===== src/rtl/shifter_operand_decoder.sv =====
// Decodes the ARM data-processing shifter operand into a registered bundle: value, amount, shift op, illegal flag.
// Optional SHIFTOP_REG_SHIFT_EN enables register-specified shifts; when undefined they decode as illegal.
module shifter_operand_decoder (
    input  logic        clk,
    input  logic        rst,
    input  logic        in_valid,
    input  logic [31:0] in_instr,
    output logic        in_ready,
    output logic        rf_rd_en,
    output logic [3:0]  rf_rd_addr,
    input  logic [31:0] rf_rd_data,
    output logic        out_valid,
    input  logic        out_ready,
    output logic [31:0] out_data,
    output logic [7:0]  out_shift_value,
    output logic [2:0]  out_op_select,
    output logic        out_illegal
);

    typedef enum logic [2:0] {
        IDLE  = 3'd0,
        RD_RM = 3'd1,
        RD_RS = 3'd2,
        CAP   = 3'd3,
        OUT   = 3'd4
    } state_t;

    localparam logic [2:0] OP_LSL = 3'd0;
    localparam logic [2:0] OP_ROR = 3'd3;
    localparam logic [2:0] OP_RRX = 3'd4;

    state_t      state_q, state_d;
    // Retained instr[11:4]: [7:4]=Rs, [7:3]=shift_imm, [2:1]=shift type, [0]=register-shift flag
    logic [7:0]  fields_q, fields_d;
    logic        valid_d, illegal_d, rd_en_d;
    logic [3:0]  rd_addr_d;
    logic [31:0] data_d;
    logic [7:0]  shift_d;
    logic [2:0]  op_d;
    logic        reg_shift_in;

    wire unused_instr_bits = &{1'b0, in_instr[31:26], in_instr[24:12]};

    wire [4:0] shift_imm = fields_q[7:3];
    wire [1:0] shift_typ = fields_q[2:1];

`ifdef SHIFTOP_REG_SHIFT_EN
    assign reg_shift_in = 1'b1;
`else
    assign reg_shift_in = 1'b0;
`endif

    assign in_ready = (state_q == IDLE);

    always_comb begin
        state_d   = state_q;
        fields_d  = fields_q;
        valid_d   = out_valid;
        illegal_d = out_illegal;
        rd_en_d   = 1'b0;
        rd_addr_d = 4'd0;
        data_d    = out_data;
        shift_d   = out_shift_value;
        op_d      = out_op_select;

        case (state_q)
            IDLE: begin
                if (in_valid) begin
                    fields_d = in_instr[11:4];
                    if (in_instr[25]) begin
                        state_d   = OUT;
                        valid_d   = 1'b1;
                        illegal_d = 1'b0;
                        data_d    = {24'b0, in_instr[7:0]};
                        shift_d   = {3'b0, in_instr[11:8], 1'b0};
                        op_d      = OP_ROR;
                    end else if (in_instr[4] && (in_instr[7] || !reg_shift_in)) begin
                        state_d   = OUT;
                        valid_d   = 1'b1;
                        illegal_d = 1'b1;
                        data_d    = 32'd0;
                        shift_d   = 8'd0;
                        op_d      = OP_LSL;
                    end else begin
                        state_d   = RD_RM;
                        valid_d   = 1'b0;
                        illegal_d = 1'b0;
                        rd_en_d   = 1'b1;
                        rd_addr_d = in_instr[3:0];
                    end
                end
            end
            RD_RM: begin
`ifdef SHIFTOP_REG_SHIFT_EN
                if (fields_q[0]) begin
                    state_d   = RD_RS;
                    rd_en_d   = 1'b1;
                    rd_addr_d = fields_q[7:4];
                end else begin
                    state_d = CAP;
                end
`else
                state_d = CAP;
`endif
            end
`ifdef SHIFTOP_REG_SHIFT_EN
            RD_RS: begin
                // Rm arrives here, one cycle after its read was issued
                data_d  = rf_rd_data;
                state_d = CAP;
            end
`endif
            CAP: begin
                state_d = OUT;
                valid_d = 1'b1;
                op_d    = {1'b0, shift_typ};
                if (fields_q[0]) begin
                    shift_d = rf_rd_data[7:0];
                end else begin
                    data_d = rf_rd_data;
                    if (shift_imm == 5'd0 && shift_typ != 2'b00) begin
                        if (shift_typ == 2'b11) begin
                            op_d    = OP_RRX;
                            shift_d = 8'd1;
                        end else begin
                            shift_d = 8'd32;
                        end
                    end else begin
                        shift_d = {3'b0, shift_imm};
                    end
                end
            end
            OUT: begin
                if (out_ready) begin
                    state_d = IDLE;
                    valid_d = 1'b0;
                end
            end
            default: begin
                state_d = IDLE;
                valid_d = 1'b0;
            end
        endcase
    end

    always_ff @(posedge clk) begin
        if (rst) begin
            state_q         <= IDLE;
            fields_q        <= 8'd0;
            out_valid       <= 1'b0;
            out_illegal     <= 1'b0;
            rf_rd_en        <= 1'b0;
            rf_rd_addr      <= 4'd0;
            out_data        <= 32'd0;
            out_shift_value <= 8'd0;
            out_op_select   <= 3'd0;
        end else begin
            state_q         <= state_d;
            fields_q        <= fields_d;
            out_valid       <= valid_d;
            out_illegal     <= illegal_d;
            rf_rd_en        <= rd_en_d;
            rf_rd_addr      <= rd_addr_d;
            out_data        <= data_d;
            out_shift_value <= shift_d;
            out_op_select   <= op_d;
        end
    end

endmodule

===== config.mk =====
export PLATFORM = sky130hd
export DESIGN_NAME = shifter_operand_decoder
export DESIGN_NICKNAME = d
export VERILOG_FILES = /design/src/rtl/shifter_operand_decoder.sv
export SDC_FILE = /design/constraint.sdc
export NUM_CORES = 1
export LEC_CHECK = 0
export CAP_MARGIN = 20
export CORE_MARGIN = 4
export CORE_UTILIZATION = 30
export DETAILED_ROUTE_END_ITERATION = 10
export MAX_ROUTING_LAYER = met4
export PLACE_DENSITY_LB_ADDON = 0.2
export SYNTH_ARGS = -nofsm -noshare
export SYNTH_HDL_FRONTEND = slang
export SYNTH_SLANG_ARGS = --single-unit

===== constraint.sdc =====
create_clock -name clk -period 1.47 [get_ports clk]
set_input_delay 0.147 -clock clk [delete_from_list [all_inputs] [get_ports clk]]
set_output_delay 0.147 -clock clk [all_outputs]
set_load 0.01 [all_outputs]

# After elaboration in Yosys (flattened, before gate mapping)
# Cells that the tools add are included.
# word_totals
register_bits,61
input_bits,68
output_inout_bits,51
wordCells,63
# classes
eq_ne,8
n_mux,31
n_bitwise,3
n_reduce_logical,12
# ops
cell,n
2-to-1 mux 32 bit,4
case mux 32 bit (2 select lines),1
2-to-1 mux 8 bit,5
2-to-1 mux 3 bit,10
case mux 8 bit (2 select lines),1
case mux 3 bit (4 select lines),1
2-to-1 mux 1 bit,6
2-to-1 mux 6 bit,1
"!= test 2 bit, second input constant",3
case mux 3 bit (2 select lines),1
AND reduction 3 bit,2
logical NOT 5 bit,1
OR reduction 5 bit,1
case mux 1 bit (4 select lines),1
AND reduction 2 bit,2
AND reduction 4 bit,1
nonzero test 2 bit,2
OR reduction 4 bit,1
"equality test 3 x 1 -> 1 bit, second input constant",1
"equality test 3 x 2 -> 1 bit, second input constant",1
"equality test 3 bit, second input constant",1
logical NOT 3 bit,1
"!= test 3 bit, second input constant",1
inverter 1 bit,3
other kinds (2),2

# Logic depth before layout (Yosys ltp)
# depth
ltp_word,5
depth_mapped,7
ltp_nobuf,4

# Worst setup path after synthesis
# Ideal clock, no wire load.
# synth_timing
path_type,flip-flop to flip-flop
start,reg state_q[0]
end,reg out_shift_value[4]
arrival_time_ns,1.380
setup_slack_ns,-0.052
path_stages_with_launch,6
path_buffers,2
cell_sequence,dfxtp_1 > buf_6 > or4b_4 > clkbuf_1 > o21ai_0 > a221oi_1
# synth_between
elab_chain_cells,3
word_cells_on_any_way,7
cone_classes,eq/ne (3); mux (1); reduce/logical (3)
# synth_lines
item,line,source
from (decl),32,"state_t state_q, state_d;"
from (signal assigned),158,state_q <= state_d;
logical NOT 3 bit or equality test 3 x 2 -> 1 bit (tied branches),66,case (state_q)
!= test 3 bit (no source line) (tied with other cells),n/a,
AND reduction 3 bit (no source line),n/a,
to (signal assigned),165,out_shift_value <= shift_d;
to (decl),15,"output logic [7:0] out_shift_value,"
# Several ways; a longest one is shown, not always the timed one.
# A chain may end at the register's enable or synchronous reset.

# Worst setup path after layout
# layout_timing
start,reg state_q[2]
end,reg out_shift_value[1]
# The elaborated chain is that of the path after synthesis.

==> summary.md <==
| Metric | Value |
|---|---|
| First-pass GRT wire length | 12.0 mm |
| IO Port Bufs | 99 |
| Total global-route track usage | 16.0% |
| Slew Limit Fails | 0 |
| Largest net degree at the start of global routing | 25 |
| Dpl hpwl | roughly 5.3 mm |
| Yosys reg bits | around 60 |
| # diodes | 0 |
| Layout cells sized above 1 | roughly a fifth |
| Layout overhead on the synthesized area | 66.0% |
| Maximum clock path buffer count | 2 |
| Status | finished with violations |
| Leakage power | between 1 and 1.5 nW |
| Synth async-reset ratio | 0% |
| Post-DR vias/cell | about 5.0 |
| Post-synth EDFFs | 0 |
| CP Capture Type | flop |
| Core area | 7730 µm² |
| Synth Area in Compound Gates | 26.4% |
| Detailed Routing Iterations Pass 1 | 4 |
| YS warnings | 0 |
| DR vias | 2357 |
| Row Count | 32 |
| Worst-margin pin slew | 265 ps |
| Final core utilization | slightly above 50% |
| CP max stage delay | ~570 ps |
| Fin crit period | between 1500 and 2000 ps |
| Post-route setup slack | -80.4 ps |
| Final setup vio count | 5 |
| Seq/Total Area, Yosys | 51.1% |
| Largest family of logic cells by synthesized area | compound AO/OA/AOI/OAI gates |
| Final hold vios | 0 |
| Clock Root Buffer | clkbuf_8 |
| Vias in the first global route | between 2k and 2.5k |
| CTS Buf Count | 9 |
| Adder-cell share of the synthesized area | 0% |
| Xor/xnor share of the synthesized area | 0.366% |
| GP Congestion | 0.781 |
| Fillers | 704 |
| Fmax | 645 MHz |
| Worst Setup SP | state_q[2] |
| Hold wc startpoint | in_instr[7] |
| Synth Flop Type | dfxtp_1 |
| Clock Skew | 6.99 ps |
| DR iter-0 viols | 66 |
| Mapped Area | 2390 µm² |
| Simple logic cell fraction of the synthesized area | 15.0% |
| Setup Crit Path Kind | flop to flop |
| Syn nets | 310 |
| Slew margin rel. | between 80% and 90% |
| # nets final | 436 |
| H-tree Lvls | 3 |
| Mapped Avg Cell Area | roughly 9.9 µm² |
| Initial Util | 30.9% |
| TritonCTS clock tree | built |
| Remaining Overflow, GRT | 0 |
| CP Max Fanout | 5 |
| Post-synthesis mux area share | under 10% |
| Tcrit/Tclk final | 105% |
| DR WL/cell | 15.8 µm |
| Reg clk slew, reported paths | 70 ps |
| Final WL | between 7 and 8 mm |
| Max-Cap Viols | 0 |
| Initial antenna violation count | 0 |
| Final Power | approximately 4.2 mW |
| Synth cell types | 40 |
| Worst-Skew Late Latency | ~330 ps |
| Drt drc | 0 |
| Die area | 9460 µm² |
| Pwr/cell area | 1060 nW/µm² |
| Synthesized instance count | 242 |
| Die Y | about 97 µm |
| CTS sink count | just over 60 |
| Cts hold-fix bufs | 0 |
| Worst path cell trace | or4b_4, o22ai_4, buf_6, nor2_2, a311oi_2 |
| Slowest cell on the critical path | or4b_4 |
| Peak VDD IR | 0.420 mV |
| WP data arrival | ~1800 ps |
| Worst path required time | 1720 ps |
| Setup crit start kind | flop |
| Antenna Nets Post-Route | 0 |
| Worst Hold Class | primary input to flop |
| Failing checks | negative setup slack |
| IO Count | 119 |
| RSZ-0062 raised after global routing | yes |
| RR Startpoint | state_q[2] |
| Die width | 97.3 µm |
kinds of logic after synthesis:
family,count (synthesis)
compound gates,84
xor+xnor,1
buf+inv,22
flops,61
mux,5
simple gates,69
critical path: cells and delay by family (launching register included):
| family | cells | cell delay [ps] |
|---|---|---|
| compound gates | 2 | 360 |
| buf+inv | 1 | 150 |
| flops | 1 | 340 |
| simple gates | 2 | 610 |
synth_stat cells, types with 2 or more instances:
| cell type | count | area (µm²) |
|---|---|---|
| dfxtp_1 | 61 | 1220 |
| a21oi_1 | 29 | 145 |
| a22o_1 | 24 | 210 |
| nand2_1 | 22 | 82.6 |
| nor2_1 | 15 | 56.3 |
| a311oi_1 | 14 | 123 |
| clkbuf_1 | 10 | 37.5 |
| and3_1 | 8 | 50.1 |
| and2_1 | 5 | 31.3 |
| buf_2 | 4 | 20.0 |
| nand3b_1 | 4 | 30.0 |
| nor3_1 | 4 | 20.0 |
| buf_6 | 3 | 33.8 |
| mux2_2 | 3 | 33.8 |
| a211oi_1 | 2 | 15.0 |
| a2bb2oi_1 | 2 | 17.5 |
| a31oi_1 | 2 | 12.5 |
| a32o_1 | 2 | 20.0 |
| a32oi_1 | 2 | 17.5 |
| buf_4 | 2 | 15.0 |
| mux2i_1 | 2 | 20.0 |
| nand3_1 | 2 | 10.0 |
| nor4b_1 | 2 | 17.5 |
| o21ai_0 | 2 | 10.0 |
per-layer routing:
layer | routed length, µm | track usage [%] | up-vias | part of all wire (%)
met5 | 0 | - | - | 0
li1 | - | - | 1157 | -
met3 | 437 | 4.02 | 9 | 5.8
met4 | 120 | 6.18 | 0 | 1.6
met1 | 3690 | 21.5 | 1104 | 49
met2 | 3250 | 23.2 | 87 | 43
registers in the layout, indices dropped and copies added (netlist names):
signal / count
rf_rd_addr: 4
out_shift_value: 8
out_valid: 1
out_illegal: 1
out_op_select: 3
rf_rd_en: 1
fields_q: 8
out_data: 32
state_q: 3
timing repair:
action                     4_1_cts  5_1_grt
setup buffers                    2        5
gates resized for setup          8       21
pin swaps                        6        9
setup endpoints to repair        9       50
where the power goes:
| group | total, mW | leakage (nW) | internal (mW) | switching (mW) |
|---|---|---|---|---|
| logic | 0.978 | 0.903 | 0.538 | 0.440 |
| clock network | 1.41 | 0.0919 | 0.765 | 0.649 |
| registers | 1.82 | 0.498 | 1.75 | 0.0712 |
| total | 4.21 | 1.49 | 3.05 | 1.16 |
per-stage QoR:
step | hold WS [ps] | instance area [µm²] | instances | worst slack, ps | setup TNS, ps
after floorplan | 269 | 2390 | 242 | -24.0 | -92.7
after global placement | 459 | 3650 | 452 | -320 | -13250
after detailed placement | 463 | 3650 | 452 | -379 | -14300
after CTS | 370 | 3860 | 469 | -87.2 | -340
after global routing | 383 | 3970 | 474 | -136 | -761
final | 383 | 3970 | 474 | -80.4 | -244
layout by cell type (no fill, tap or decap), drive strengths merged, types with 2 or more instances in the layout:
| master | netlist | routed |
|---|---|---|
| nor4 | 2 | 2 |
| and2 | 5 | 5 |
| nand3 | 2 | 2 |
| a31oi | 2 | 2 |
| dfxtp | 61 | 61 |
| a32o | 2 | 2 |
| buf | 10 | 36 |
| a2bb2oi | 2 | 2 |
| clkinv | 1 | 4 |
| nor4b | 2 | 2 |
| a311oi | 14 | 14 |
| o21ai | 2 | 2 |
| a22o | 24 | 24 |
| a211oi | 2 | 2 |
| clkbuf | 10 | 11 |
| clkdlybuf4s50 | 0 | 98 |
| nor3 | 4 | 4 |
| nor2 | 15 | 15 |
| nand2 | 23 | 23 |
| mux2i | 2 | 2 |
| mux2 | 3 | 3 |
| and3 | 8 | 8 |
| nand3b | 4 | 4 |
| a32oi | 2 | 2 |
| a21oi | 30 | 30 |
worst paths after layout:
kind	endpoint	slack [ps]	depth (start not counted)
worst max-delay path	out_shift_value[1]	-80	5
worst min-delay path	fields_q[3]	380	3
worst max register to register	out_shift_value[1]	-80	5
worst min register to register	out_data[15]	480	1
layout make-up:
class / count / area (µm²) / area share [%]
repair buffers: 135 / 1300 / 32.7
flip-flops and latches: 61 / 1230 / 31.0
multi-input cells: 159 / 1120 / 28.3
clock buffers: 10 / 128 / 3.22
well taps: 102 / 128 / 3.22
clock inverters: 5 / 52.6 / 1.32
inverters: 2 / 7.51 / 0.189
Power figures use the tool's default switching activity.
==> RTL edit 1 (same settings) <==
Take the reset off `out_shift_value` and load it in a clocked block of its own.
--- a/src/rtl/shifter_operand_decoder.sv
+++ b/src/rtl/shifter_operand_decoder.sv
@@ -153,5 +153,4 @@
             rf_rd_addr      <= 4'd0;
             out_data        <= 32'd0;
-            out_shift_value <= 8'd0;
             out_op_select   <= 3'd0;
         end else begin
@@ -163,8 +162,11 @@
             rf_rd_addr      <= rd_addr_d;
             out_data        <= data_d;
-            out_shift_value <= shift_d;
             out_op_select   <= op_d;
         end
     end
 
+    always_ff @(posedge clk) begin
+        out_shift_value <= shift_d;
+    end
+
 endmodule
Behaviour: not the same (Yosys sat finds a counterexample within 4 cycles, from zero or initial values and one cycle with rst high).
==> RTL edit 1 against the unedited design <==
The flow still finishes with violations (setup timing); setup slack got worse by 0.10 ns; total power increased by 7.4%; global-route usage decreased by 0.35 points; wire length decreased by 4.6%; sequential cell count unchanged; synthesized area decreased by 1.9%; die area decreased by 1.8%; cell area decreased by 0.57%; largest power group unchanged.
==> RTL edit 1: results (changes against the unedited design) <==
[status]
status = complete, but fails checks  ; unchanged
violations = setup timing  ; unchanged

[timing]
finalSetupTns_ns = -6.72  ; was -0.244 ns
timing.final.ws_setup_ns = -0.185  ; was -0.0804 ns
finClkSkew_ns = 0.00704  ; was 0.00699 ns
finalSetupViolCount = 47  ; was 5
tightest_slew_ns = 0.482  ; was 0.265 ns

[synthesis]
yosysUniqueCellTypes = 38  ; was 40
synthTopCellsByCount = dfxtp_1 (53), nand2_1 (25), a22o_1 (24), nor2_1 (18)  ; was dfxtp_1 (61), a21oi_1 (29), a22o_1 (24), nand2_1 (22), nor2_1 (15)
ys_seq_area_share_pct = 55.5  ; was 51.1%
ys_warn_count = 0  ; unchanged
synth-async-reset-ratio_pct = 0  ; unchanged
synth_edf_count = 8  ; was 0
synthTopCellsByArea = dfxtp_1 (45%), edfxtp_1 (10%), a22o_1 (9.0%), nand2_1 (4.0%), nor2_1 (2.9%)  ; was dfxtp_1 (51%), a22o_1 (8.8%), a21oi_1 (6.1%), a311oi_1 (5.1%), nand2_1 (3.5%)
syn-num-nets = 296  ; was 310

[detailed_routing]
drt_pass1_iterations = 4  ; unchanged
drt_iter0_markers = 63  ; was 66
via_per_inst = 4.76  ; was 4.97
wl_per_cell_um = 15.8  ; about the same

[power]
max-vdd-ir-drop_uv = 568  ; was 420 µV
leakage_nw = 1.46  ; was 1.49 nW

[place]
hpwl_um = 4980  ; was 5250 µm
dpl_cell_area_um2 = 3600  ; was 3650 µm²
gp_congestion = 0.801  ; was 0.781
pre_cts_ws_ns = -0.520  ; was -0.379 ns

[global_route]
grt_max_degree = 25  ; unchanged
grt_pass1_vias = 2176  ; was 2356
antenna_found_initial = 0  ; unchanged
gr-usage-all-layers_pct = 15.7  ; was 16.0%
grt_pass1_wl_um = 10700  ; was 12000 µm

[layout]
fillers = 677  ; was 704
nNetsFinal = 417  ; was 436
drive_gt1_share_pct = 18.9  ; was 20.2%
largestRegisters = out_data x32, fields_q x8, out_shift_value x8  ; unchanged

[cts]
cts-root-buf = clkbuf_8  ; unchanged
clk_pin_slew_worst_paths_ns = 0.07  ; about the same

[worst_setup_path]
crit_fanout = 12  ; was 5

==> RTL edit 1: per-layer routing <==
| metal | wire (µm) | global-route usage, % | vias up |
|---|---|---|---|
| li1 | - | - | 1078 |
| met1 | 3130 | 19.8 | 1000 |
| met2 | 3480 | 23.8 | 68 |
| met3 | 418 | 3.56 | 11 |
| met4 | 127 | 7.36 | 0 |
| met5 | 0 | - | - |
==> RTL edit 1: power breakdown <==
group | leakage (nW) | switching (mW) | internal [mW] | total, mW
logic | 0.847 | 0.505 | 0.596 | 1.10
clock network | 0.105 | 0.641 | 0.879 | 1.52
registers | 0.508 | 0.0807 | 1.83 | 1.91
total | 1.46 | 1.23 | 3.30 | 4.53
==> RTL edit 1: critical path, stage by stage (launching register included) <==
cell and delay (ns):
dfxtp_2 0.32, or4b_4 0.58, o22ai_4 0.20, buf_4 0.16, nor2_4 0.07, a22o_1 0.21
==> RTL edit 1: path summary, 6_finish.rpt <==
kind / to / cells after the start / startpoint / slack [ns]
setup / recovery: out_data[23] / 5 / state_q[0] / -0.19
hold / removal: fields_q[4] / 3 / in_instr[8] / 0.41
setup reg to reg: out_data[23] / 5 / state_q[0] / -0.19
hold reg to reg: out_data[17] / 1 / out_data[17] / 0.47
==> RTL edit 1: cells by family (layout without fill, tap and decap cells) <==
logic type | count (synthesis) | in the layout | synth area share [%]
xor+xnor | 1 | 1 | 0.374
mux | 5 | 5 | 2.14
buf+inv | 20 | 145 | 4.22
simple gates | 82 | 83 | 17.6
compound gates | 59 | 59 | 20.2
flops | 61 | 61 | 55.5
==> RTL edit 1: what timing repair did <==
action / CTS / global route
pin swaps: 1 / 10
cloned: 2 / 0
resized for setup: 11 / 16
setup endpoints to repair: 52 / 53
buffers inserted: 6 / 0
hold buffers: 0 / 0
==> RTL edit 1: area by class of cell <==
type / instances / share of cell area, %
flip-flops and latches: 61 / 33.0
multi-input cells: 148 / 26.7
well taps: 99 / 3.14
clock buffers: 12 / 3.97
clock inverters: 4 / 1.14
inverters: 2 / 0.254
repair buffers: 127 / 31.8
==> RTL edit 1: through the flow <==
step / util [%] / instances
finish: 53.2 / 453
floorplan: - / 228
CTS: 53.2 / 455
global placement: 48.7 / 431
detailed placement: 48.7 / 431
global route: 53.2 / 453
==> RTL edit 2 (config.mk and constraints unchanged) <==
Made on the original files. Add a define of `SHIFTOP_REG_SHIFT_EN`.
--- a/src/rtl/shifter_operand_decoder.sv
+++ b/src/rtl/shifter_operand_decoder.sv
@@ -1,4 +1,6 @@
 // Decodes the ARM data-processing shifter operand into a registered bundle: value, amount, shift op, illegal flag.
 // Optional SHIFTOP_REG_SHIFT_EN enables register-specified shifts; when undefined they decode as illegal.
+`define SHIFTOP_REG_SHIFT_EN
+
 module shifter_operand_decoder (
     input  logic        clk,
Check against the original RTL: not equivalent (a bounded check fails within 4 cycles, from zero or initial values and one cycle with rst high).
==> RTL edit 2 against the unedited design <==
The run still ends with setup timing left; non-clock buffer count is 32 higher; final cell count is 26% higher; worst hold slack worse by 0.21 ns; via count is 24% higher; setup slack better by 0.021 ns; wire length is 25% higher; sequential cell count stayed put; maximum frequency is 1.4% higher; die area is 20% higher; synthesized area is 21% higher; cell area is 23% higher; critical path type unchanged; largest cell class unchanged.
Power is not compared: it rests on default switching activity, and its combinational part moved more than twofold at a synthesized area within 25%.
==> RTL edit 2: results (changes against the unedited design) <==
[layout]
fillers = 858  ; was 704
largestRegisters = out_data x32, fields_q x8, out_shift_value x8  ; unchanged
drive_gt1_share_pct = 24.1  ; was 20.2%
nNetsFinal = 531  ; was 436
final_cells = 597  ; was 474

[timing]
finClkSkew_ns = 0.00867  ; was 0.00699 ns
tightest_slew_ns = 0.443  ; was 0.265 ns
finalSetupViolCount = 25  ; was 5
timing.final.ws_setup_ns = -0.0590  ; was -0.0804 ns

[detailed_routing]
drt_pass1_iterations = 4  ; unchanged
via_per_inst = 4.89  ; was 4.97
drt_iter0_markers = 122  ; was 66
route.met3.wl_um = 604  ; was 437 µm
wl_met1_um = 4270  ; was 3690 µm
routed_wl_um = 9340  ; was 7490 µm

[synthesis]
syn-num-nets = 378  ; was 310
ys_seq_area_share_pct = 42.1  ; was 51.1%
ys_warn_count = 0  ; unchanged
synthTopCellsByArea = dfxtp_1 (42%), mux2i_1 (8.3%), nand2_1 (6.5%), nand2b_1 (6.3%), a211oi_1 (3.1%)  ; was dfxtp_1 (51%), a22o_1 (8.8%), a21oi_1 (6.1%), a311oi_1 (5.1%), nand2_1 (3.5%)
synthTopCellsByCount = dfxtp_1 (61), nand2_1 (50), nand2b_1 (29), mux2i_1 (24), a21oi_1 (16)  ; was dfxtp_1 (61), a21oi_1 (29), a22o_1 (24), nand2_1 (22), nor2_1 (15)
synthXorXnorAreaFrac_pct = 0.603  ; was 0.366%
yosysUniqueCellTypes = 44  ; was 40
synth_compound_area_share_pct = 19.3  ; was 26.4%
synthMuxAreaShare_pct = 9.83  ; was 2.25%
syn_inst = 310  ; was 242

[cts]
clk_pin_slew_worst_paths_ns = 0.08
cts_setup_buffers = 6  ; was 2
cts.repair.resized = 15  ; was 8

[global_route]
grt_use_met3_pct = 3.76  ; was 4.02%
grtUsageMet2_pct = 24.8  ; was 23.2%
met1_usage_pct = 21.1  ; was 21.5%
grt_pass1_wl_um = 14300  ; was 12000 µm
gr-usage-all-layers_pct = 16.2  ; was 16.0%

[status]
violations = setup timing  ; unchanged
status = complete, but fails checks  ; unchanged

[place]
dpl.cell_count = 559  ; was 452
dpl_cell_area_um2 = 4270  ; was 3650 µm²
gp_congestion = 0.878  ; was 0.781
hpwl_um = 6440  ; was 5250 µm

[power]
leakage_nw = 1.89

[worst_setup_path]
crit_fanout = 6  ; was 5

[worst_hold_path]
hp-class = in -> reg  ; unchanged

-- RTL edit 2: through the flow --
| step | hold slack (ns) | TNS (ns) | setup slack, ns | util (%) |
|---|---|---|---|---|
| 6_report | 0.173 | -0.513 | -0.0590 | 52.5 |
| 2_1_floorplan | 0.283 | -0.136 | -0.0398 | - |
| 5_1_grt | 0.195 | -2.73 | -0.102 | 52.5 |
| 3_3_place_gp | 0.460 | -17.14 | -0.360 | 45.8 |
| 4_1_cts | 0.140 | -0.780 | -0.0549 | 49.5 |
| 3_5_place_dp | 0.464 | -17.21 | -0.388 | 45.8 |
-- RTL edit 2: worst paths after layout --
path / start / end / slack, ns / cells past startpoint
worst min register to register: out_illegal / out_illegal / 0.47 / 2
worst max register to register: state_q[1] / out_illegal / -0.06 / 3
worst min-delay path: rst / out_shift_value[5] / 0.17 / 2
worst max-delay path: state_q[1] / out_illegal / -0.06 / 3
-- RTL edit 2: final cells by class --
cell class / count / area, µm² / share of cell area (%)
timing repair buffer: 167 / 1630 / 33.3
tap: 129 / 161 / 3.30
clock buffer: 10 / 138 / 2.81
clock inverter: 6 / 110 / 2.25
sequential: 61 / 1230 / 25.2
multi-input combinational: 217 / 1600 / 32.7
inverter: 7 / 26.3 / 0.537
-- RTL edit 2: logic make-up after synthesis --
family / Yosys count
AO/OA/AOI/OAI: 71
XOR/XNOR: 2
buffers and inverters: 32
flip-flops: 61
multiplexers: 28
AND/OR/NAND/NOR: 116
-- RTL edit 2: power by group --
part / internal [mW] / switching (mW) / leakage, nW
sequential: 1.86 / 0.156 / 0.498
clock: 1.17 / 0.713 / 0.119
combinational: 1.44 / 1.11 / 1.27
total: 4.46 / 1.98 / 1.89
-- RTL edit 2: critical path: stages (launching register included) --
cell,delay [ns]
dfxtp_4,0.37
or4b_4,0.60
or3_1,0.37
a21oi_1,0.12
